===== config.mk =====
export PLATFORM = sky130hd
export DESIGN_NAME = fetch_stage
export DESIGN_NICKNAME = d
export VERILOG_FILES = /design/src/rtl/fetch_stage_pkg.sv /design/src/rtl/fetch_stage_if_id_reg.sv /design/src/rtl/fetch_stage.sv
export SDC_FILE = /design/constraint.sdc
export NUM_CORES = 1
export LEC_CHECK = 0
export CAP_MARGIN = 20
export CELL_PAD_IN_SITES_DETAIL_PLACEMENT = 1
export CELL_PAD_IN_SITES_GLOBAL_PLACEMENT = 2
export CORE_UTILIZATION = 31
export DETAILED_ROUTE_END_ITERATION = 16
export PLACE_DENSITY_LB_ADDON = 0.1
export REMOVE_ABC_BUFFERS = 1
export SKIP_CTS_REPAIR_TIMING = 1
export SYNTH_ARGS = -nofsm -noshare
export SYNTH_HDL_FRONTEND = slang
export SYNTH_HIERARCHICAL = 1
export SYNTH_SLANG_ARGS = --single-unit

===== constraint.sdc =====
create_clock -name clk -period 4.05 [get_ports clk]
set_input_delay 0.81 -clock clk [delete_from_list [all_inputs] [get_ports clk]]
set_output_delay 0.81 -clock clk [all_outputs]
set_load 0.05 [all_outputs]

===== src/rtl/fetch_stage_pkg.sv =====
// Shared definitions for the instruction-fetch stage and its pipeline register.
package fetch_stage_pkg;

    localparam int unsigned ADDR_W_DEF    = 32;
    localparam int unsigned DATA_W_DEF    = 32;
    localparam logic [31:0] RESET_PC_DEF  = 32'h0000_0000;
    // addi x0,x0,0 used as the pipeline bubble
    localparam logic [31:0] NOP_INSTR_DEF = 32'h0000_0013;

    typedef enum logic [1:0] {
        ST_REQ  = 2'd0,
        ST_WAIT = 2'd1,
        ST_BUF  = 2'd2,
        ST_DROP = 2'd3
    } fetch_state_e;

endpackage


===== src/rtl/fetch_stage_if_id_reg.sv =====
// Pipeline register with load, hold and flush-to-bubble control.
module if_id_reg
    import fetch_stage_pkg::*;
#(
    parameter int unsigned             ADDRESS_WIDTH = ADDR_W_DEF,
    parameter int unsigned             DATA_WIDTH    = DATA_W_DEF,
    parameter logic [DATA_WIDTH-1:0]   NOP_INSTR     = DATA_WIDTH'(NOP_INSTR_DEF)
) (
    input  logic                     clk,
    input  logic                     rst_n,
    input  logic                     flush_i,
    input  logic                     load_i,
    input  logic                     hold_i,
    input  logic [DATA_WIDTH-1:0]    instr_i,
    input  logic [ADDRESS_WIDTH-1:0] pc_i,
    input  logic [ADDRESS_WIDTH-1:0] pc_plus4_i,
    output logic [DATA_WIDTH-1:0]    instr_o,
    output logic [ADDRESS_WIDTH-1:0] pc_o,
    output logic [ADDRESS_WIDTH-1:0] pc_plus4_o,
    output logic                     valid_o
);

    logic [DATA_WIDTH-1:0]    instr_q, instr_d;
    logic [ADDRESS_WIDTH-1:0] pc_q, pc_d;
    logic [ADDRESS_WIDTH-1:0] pc_plus4_q, pc_plus4_d;
    logic                     valid_q, valid_d;

    // Priority: flush, then load, then hold; otherwise insert a bubble keeping the PCs.
    always_comb begin
        instr_d    = instr_q;
        pc_d       = pc_q;
        pc_plus4_d = pc_plus4_q;
        valid_d    = valid_q;
        if (flush_i) begin
            instr_d = NOP_INSTR;
            valid_d = 1'b0;
        end else if (load_i) begin
            instr_d    = instr_i;
            pc_d       = pc_i;
            pc_plus4_d = pc_plus4_i;
            valid_d    = 1'b1;
        end else if (!hold_i) begin
            instr_d = NOP_INSTR;
            valid_d = 1'b0;
        end
    end

    // Register update.
    always_ff @(posedge clk or negedge rst_n) begin
        if (!rst_n) begin
            instr_q    <= NOP_INSTR;
            pc_q       <= '0;
            pc_plus4_q <= '0;
            valid_q    <= 1'b0;
        end else begin
            instr_q    <= instr_d;
            pc_q       <= pc_d;
            pc_plus4_q <= pc_plus4_d;
            valid_q    <= valid_d;
        end
    end

    assign instr_o    = instr_q;
    assign pc_o       = pc_q;
    assign pc_plus4_o = pc_plus4_q;
    assign valid_o    = valid_q;

endmodule


===== src/rtl/fetch_stage.sv =====
// IF stage: PC, single-outstanding imem requests, skid buffer, IF/ID register.
module fetch_stage
    import fetch_stage_pkg::*;
#(
    parameter int unsigned              ADDRESS_WIDTH = ADDR_W_DEF,
    parameter int unsigned              DATA_WIDTH    = DATA_W_DEF,
    parameter logic [ADDRESS_WIDTH-1:0] RESET_PC      = ADDRESS_WIDTH'(RESET_PC_DEF),
    parameter logic [DATA_WIDTH-1:0]    NOP_INSTR     = DATA_WIDTH'(NOP_INSTR_DEF)
) (
    input  logic                     clk,
    input  logic                     rst_n,
    input  logic                     stall_d,
    input  logic                     redirect_e,
    input  logic [ADDRESS_WIDTH-1:0] redirect_pc_e,
    output logic                     imem_req_valid,
    input  logic                     imem_req_ready,
    output logic [ADDRESS_WIDTH-1:0] imem_addr,
    input  logic                     imem_rsp_valid,
    input  logic [DATA_WIDTH-1:0]    imem_rsp_data,
    output logic [DATA_WIDTH-1:0]    instr_f,
    output logic [ADDRESS_WIDTH-1:0] pc_f,
    output logic [ADDRESS_WIDTH-1:0] pc_plus4_f,
    output logic                     valid_f
);

    fetch_state_e             state_q, state_d;
    logic [ADDRESS_WIDTH-1:0] pc_q, pc_d;
    logic [DATA_WIDTH-1:0]    skid_q, skid_d;

    logic [ADDRESS_WIDTH-1:0] pc_plus4_c;
    logic [ADDRESS_WIDTH-1:0] target_c;
    logic                     req_accept_c;
    logic                     ld_c;
    logic [DATA_WIDTH-1:0]    ld_instr_c;

    assign pc_plus4_c   = pc_q + ADDRESS_WIDTH'(4);
    assign target_c     = {redirect_pc_e[ADDRESS_WIDTH-1:2], 2'b00};
    assign req_accept_c = imem_req_valid & imem_req_ready;

    // State, PC and skid buffer registers.
    always_ff @(posedge clk or negedge rst_n) begin
        if (!rst_n) begin
            state_q <= ST_REQ;
            pc_q    <= RESET_PC;
            skid_q  <= NOP_INSTR;
        end else begin
            state_q <= state_d;
            pc_q    <= pc_d;
            skid_q  <= skid_d;
        end
    end

    // Next state, PC, skid buffer and IF/ID load control; redirect overrides everything.
    always_comb begin
        state_d    = state_q;
        pc_d       = pc_q;
        skid_d     = skid_q;
        ld_c       = 1'b0;
        ld_instr_c = skid_q;
        if (redirect_e) begin
            pc_d   = target_c;
            skid_d = NOP_INSTR;
            unique case (state_q)
                ST_REQ:  state_d = req_accept_c ? ST_DROP : ST_REQ;
                ST_WAIT: state_d = imem_rsp_valid ? ST_REQ : ST_DROP;
                ST_BUF:  state_d = ST_REQ;
                ST_DROP: state_d = imem_rsp_valid ? ST_REQ : ST_DROP;
                default: state_d = ST_REQ;
            endcase
        end else begin
            unique case (state_q)
                ST_REQ: begin
                    if (req_accept_c) state_d = ST_WAIT;
                end
                ST_WAIT: begin
                    if (imem_rsp_valid) begin
                        if (!stall_d) begin
                            ld_c       = 1'b1;
                            ld_instr_c = imem_rsp_data;
                            pc_d       = pc_plus4_c;
                            state_d    = req_accept_c ? ST_WAIT : ST_REQ;
                        end else begin
                            skid_d  = imem_rsp_data;
                            state_d = ST_BUF;
                        end
                    end
                end
                ST_BUF: begin
                    if (!stall_d) begin
                        ld_c       = 1'b1;
                        ld_instr_c = skid_q;
                        pc_d       = pc_plus4_c;
                        state_d    = ST_REQ;
                    end
                end
                ST_DROP: begin
                    if (imem_rsp_valid) state_d = ST_REQ;
                end
                default: state_d = ST_REQ;
            endcase
        end
    end

    // Request outputs; in WAIT the next request is bypassed on a delivering response.
    always_comb begin
        imem_req_valid = 1'b0;
        imem_addr      = pc_q;
        unique case (state_q)
            ST_REQ: begin
                imem_req_valid = 1'b1;
                imem_addr      = pc_q;
            end
            ST_WAIT: begin
                imem_req_valid = imem_rsp_valid & ~stall_d & ~redirect_e;
                imem_addr      = pc_plus4_c;
            end
            default: begin
                imem_req_valid = 1'b0;
                imem_addr      = pc_q;
            end
        endcase
    end

    // IF/ID pipeline register.
    if_id_reg #(
        .ADDRESS_WIDTH (ADDRESS_WIDTH),
        .DATA_WIDTH    (DATA_WIDTH),
        .NOP_INSTR     (NOP_INSTR)
    ) u_if_id (
        .clk        (clk),
        .rst_n      (rst_n),
        .flush_i    (redirect_e),
        .load_i     (ld_c),
        .hold_i     (stall_d),
        .instr_i    (ld_instr_c),
        .pc_i       (pc_q),
        .pc_plus4_i (pc_plus4_c),
        .instr_o    (instr_f),
        .pc_o       (pc_f),
        .pc_plus4_o (pc_plus4_f),
        .valid_o    (valid_f)
    );

endmodule


==> reports/qor.yml <==
grt:
  grt_overflow: 0
  grt_pass1_vias: 7231
  antenna_found_initial: 0
  track_usage_pct: 19.1
  grt_pass1_wl_mm: 42.2
  grt_start_max_net_pins: 82
timing:
  slew_headroom_pct: 43.3
  clock.fmax_mhz: 261
  setup_viol: 0
  fin_skew_ps: 14.1
  final-hold-violation-count: 0
  rsz0062_at_grt: "false"
  tns_ps: 0
  fin_crit_sh_pct: 94.5
  tightestPinTransition_ps: 850
  hold_ws_ps: 463
  period_needed_ps: 3830
  slew_violations: 0
power:
  p_leak_nw: 4.66
  p_seq_share_pct: 31.3
  swShare_pct: 42.6
  p_clk_share_pct: 22.4
  power_frac_comb_pct: 46.3
  power_switching_mw: 3.10
  power_density_nw_per_um2: 627
  ir_drop_v: 0.000367
  p_int_mw: 4.18
yosys:
  synth-seq-cells: 161
  synth_cell_types: 55
  synth-seq-area-share_pct: 47.0
  synthCells: 854
  synth_top_cell_by_area: "dfrtp_1"
  ys_top_cells_by_area: "dfrtp_1 (45%), mux2_2 (9.4%), nand2_1 (6.9%)"
  syn_avg_cell_area_sq_um: 10.1
  yosysWarnings: 6
  syn_area_sq_um: 8600
  ys.flop_type: "dfrtp_1"
  async_reset_ff_share_pct: 100
  synth_edf_count: 0
  yosysTopAreaCellShare_pct: 45.1
critical_path:
  crit_type: "reg2out"
  r2r_start: "state_q[1]"
  reg2reg_slack_ps: 1000
  worstSetupStartpointType: "flop"
  required_ps: 3240
  crit_fanout: 7
  crit_path_end: "imem_addr[12]"
  crit_path_end_kind: "output port"
  reg2reg_depth: 8
  cp-startpoint: "pc_q[2]"
  cp.arrival_ps: 3020
  r2r_end: "u_if_id/pc_plus4_o[6]"
clocking:
  path_clk_slew_ps: 70
  numCtsBuffers: 17
  cts-root-buf: "clkbuf_16"
  clock_path_buffers: 2
  clk_latency_ps: 430
  cts.sinks: 161
  htreeDepth: 4
  cts_tree: "built"
place:
  numPortBuffers: 195
  hpwlAfterDp_mm: 17.3
  gp_congestion: 0.755
routing:
  final_antenna_net_count: 0
  first_iter_violations: 328
  wl_per_cell_um: 18.7
  drc: 0
  routed_wl_mm: 26.2
  firstDrtPassIters: 4
  via_count: 6900
  viasPerCell: 4.93
die:
  io-pin-count: 200
  core_area_sq_um: 27100
  start_util_pct: 31.7
  num_rows: 60
  die_y_um: 169
  die_w_um: 169
  die_area_sq_um: 28400
layout:
  nFillCells: 2997
  nNetsFinal: 1090
  area.growth.synth_to_final_pct: 35.0
  insertedDiodeCount: 0
  final_core_util_pct: 42.8
  drive_gt1_share_pct: 19.3
status:
  status: "finished clean"
worst_hold_path:
  hold_path_class: "in2async"
job:
  cap_violations: 0
==> synth_stat cells (17+ instances only) <==
cell type and number:
o22ai_1 26, dfrtp_1 155, nand2_1 159, clkbuf_1 44
a21oi_1 34, xnor2_1 52, mux2_4 27, nand3_1 28
nand4_1 25, mux2_2 72, a31oi_1 17, buf_2 21
nor2_1 31
==> how the worst min path moves through the flow <==
stage | cells after the start | endpoint | slack (ps) | startpoint
after global placement | 2 | skid_q[4] | 470 | skid_q[4]
after global routing | 2 | skid_q[4] | 500 | skid_q[4]
final | 1 | u_if_id/pc_o[1] | 460 | rst_n
after floorplan | 2 | skid_q[0] | 470 | skid_q[0]
after CTS | 2 | skid_q[4] | 490 | skid_q[4]
after detailed placement | 2 | skid_q[4] | 480 | skid_q[4]
==> critical path: stages (launching register included) <==
cell	delay (ps)
dfrtp_1	530
ha_1	240
nand3_1	250
nor3_1	460
nand2_1	130
xnor2_1	160
clkdlybuf4s50_1	820
==> layer usage <==
layer / vias to the layer above / part of all wire, % / wire length (um) / GRT usage [%]
li1: 3284 / - / - / -
met1: 3484 / 47 / 12400 / 25.6
met2: 121 / 49 / 12700 / 32.0
met3: 11 / 3.6 / 953 / 4.07
met4: 0 / 0.56 / 146 / 3.52
met5: - / 0 / 0 / 0
==> logic make-up after synthesis <==
logic type,after synthesis,share of synthesized area [%]
flops,161,47.0
xor+xnor,65,6.62
buf+inv,97,5.43
simple gates,303,16.9
fa+ha+maj,5,0.728
compound gates,119,8.68
mux,103,14.6
other cells,1,0.0436
==> per-stage QoR <==
stage	instances	cell area, sq um	total power, mW	setup WS [ps]
detailed placement	1368	11000	5.72	594
floorplan	775	8200	4.43	-1980
global route	1400	11600	7.63	58.8
CTS	1400	11600	7.41	167
global placement	1368	11000	5.69	596
finish	1400	11600	7.28	224
==> area by class of cell <==
class | count | area, sq um | area share [%]
multi-input combinational | 601 | 4140 | 35.6
sequential | 161 | 4040 | 34.8
timing repair buffer | 221 | 2340 | 20.2
tap | 372 | 465 | 4.01
clock buffer | 19 | 453 | 3.90
clock inverter | 13 | 126 | 1.09
inverter | 13 | 48.8 | 0.420
==> power by group through the flow <==
stage / sequential (mW) / combinational [mW] / clock (mW)
global route: 2.34 / 3.54 / 1.75
global placement: 2.31 / 3.38 / 0
detailed placement: 2.32 / 3.40 / 0
floorplan: 3.37 / 1.07 / 0
finish: 2.28 / 3.37 / 1.63
CTS: 2.29 / 3.41 / 1.71
==> flip-flops by register name, indices dropped and copies added, names as in the netlist <==
signal / flops
pc_q: 30
skid_q: 32
state_q: 2
u_if_id/instr_o: 32
u_if_id/pc_o: 32
u_if_id/pc_plus4_o: 32
u_if_id/valid_o: 1
==> placed cells by master (no fill, tap or decap), types with 4 or more instances in the layout <==
| cell | n |
|---|---|
| xnor2_1 | 52 |
| ha_1 | 4 |
| dfstp_2 | 6 |
| inv_1 | 13 |
| nand3_1 | 28 |
| nor4_1 | 8 |
| nor3_1 | 8 |
| or3_1 | 7 |
| xor2_1 | 13 |
| conb_1 | 6 |
| o22ai_1 | 26 |
| or4_1 | 9 |
| and3_1 | 4 |
| buf_4 | 27 |
| nand2_1 | 159 |
| nand4_1 | 25 |
| clkinv_4 | 4 |
| nor2_1 | 31 |
| dfrtp_1 | 155 |
| clkbuf_16 | 17 |
| o21ai_0 | 13 |
| a21oi_1 | 34 |
| mux2_4 | 27 |
| o31ai_1 | 10 |
| inv_6 | 4 |
| a31oi_1 | 17 |
| mux2_2 | 72 |
| clkdlybuf4s50_1 | 172 |
| mux2i_1 | 4 |
| and4_1 | 5 |
| buf_12 | 20 |
Power figures use the tool's default switching activity.
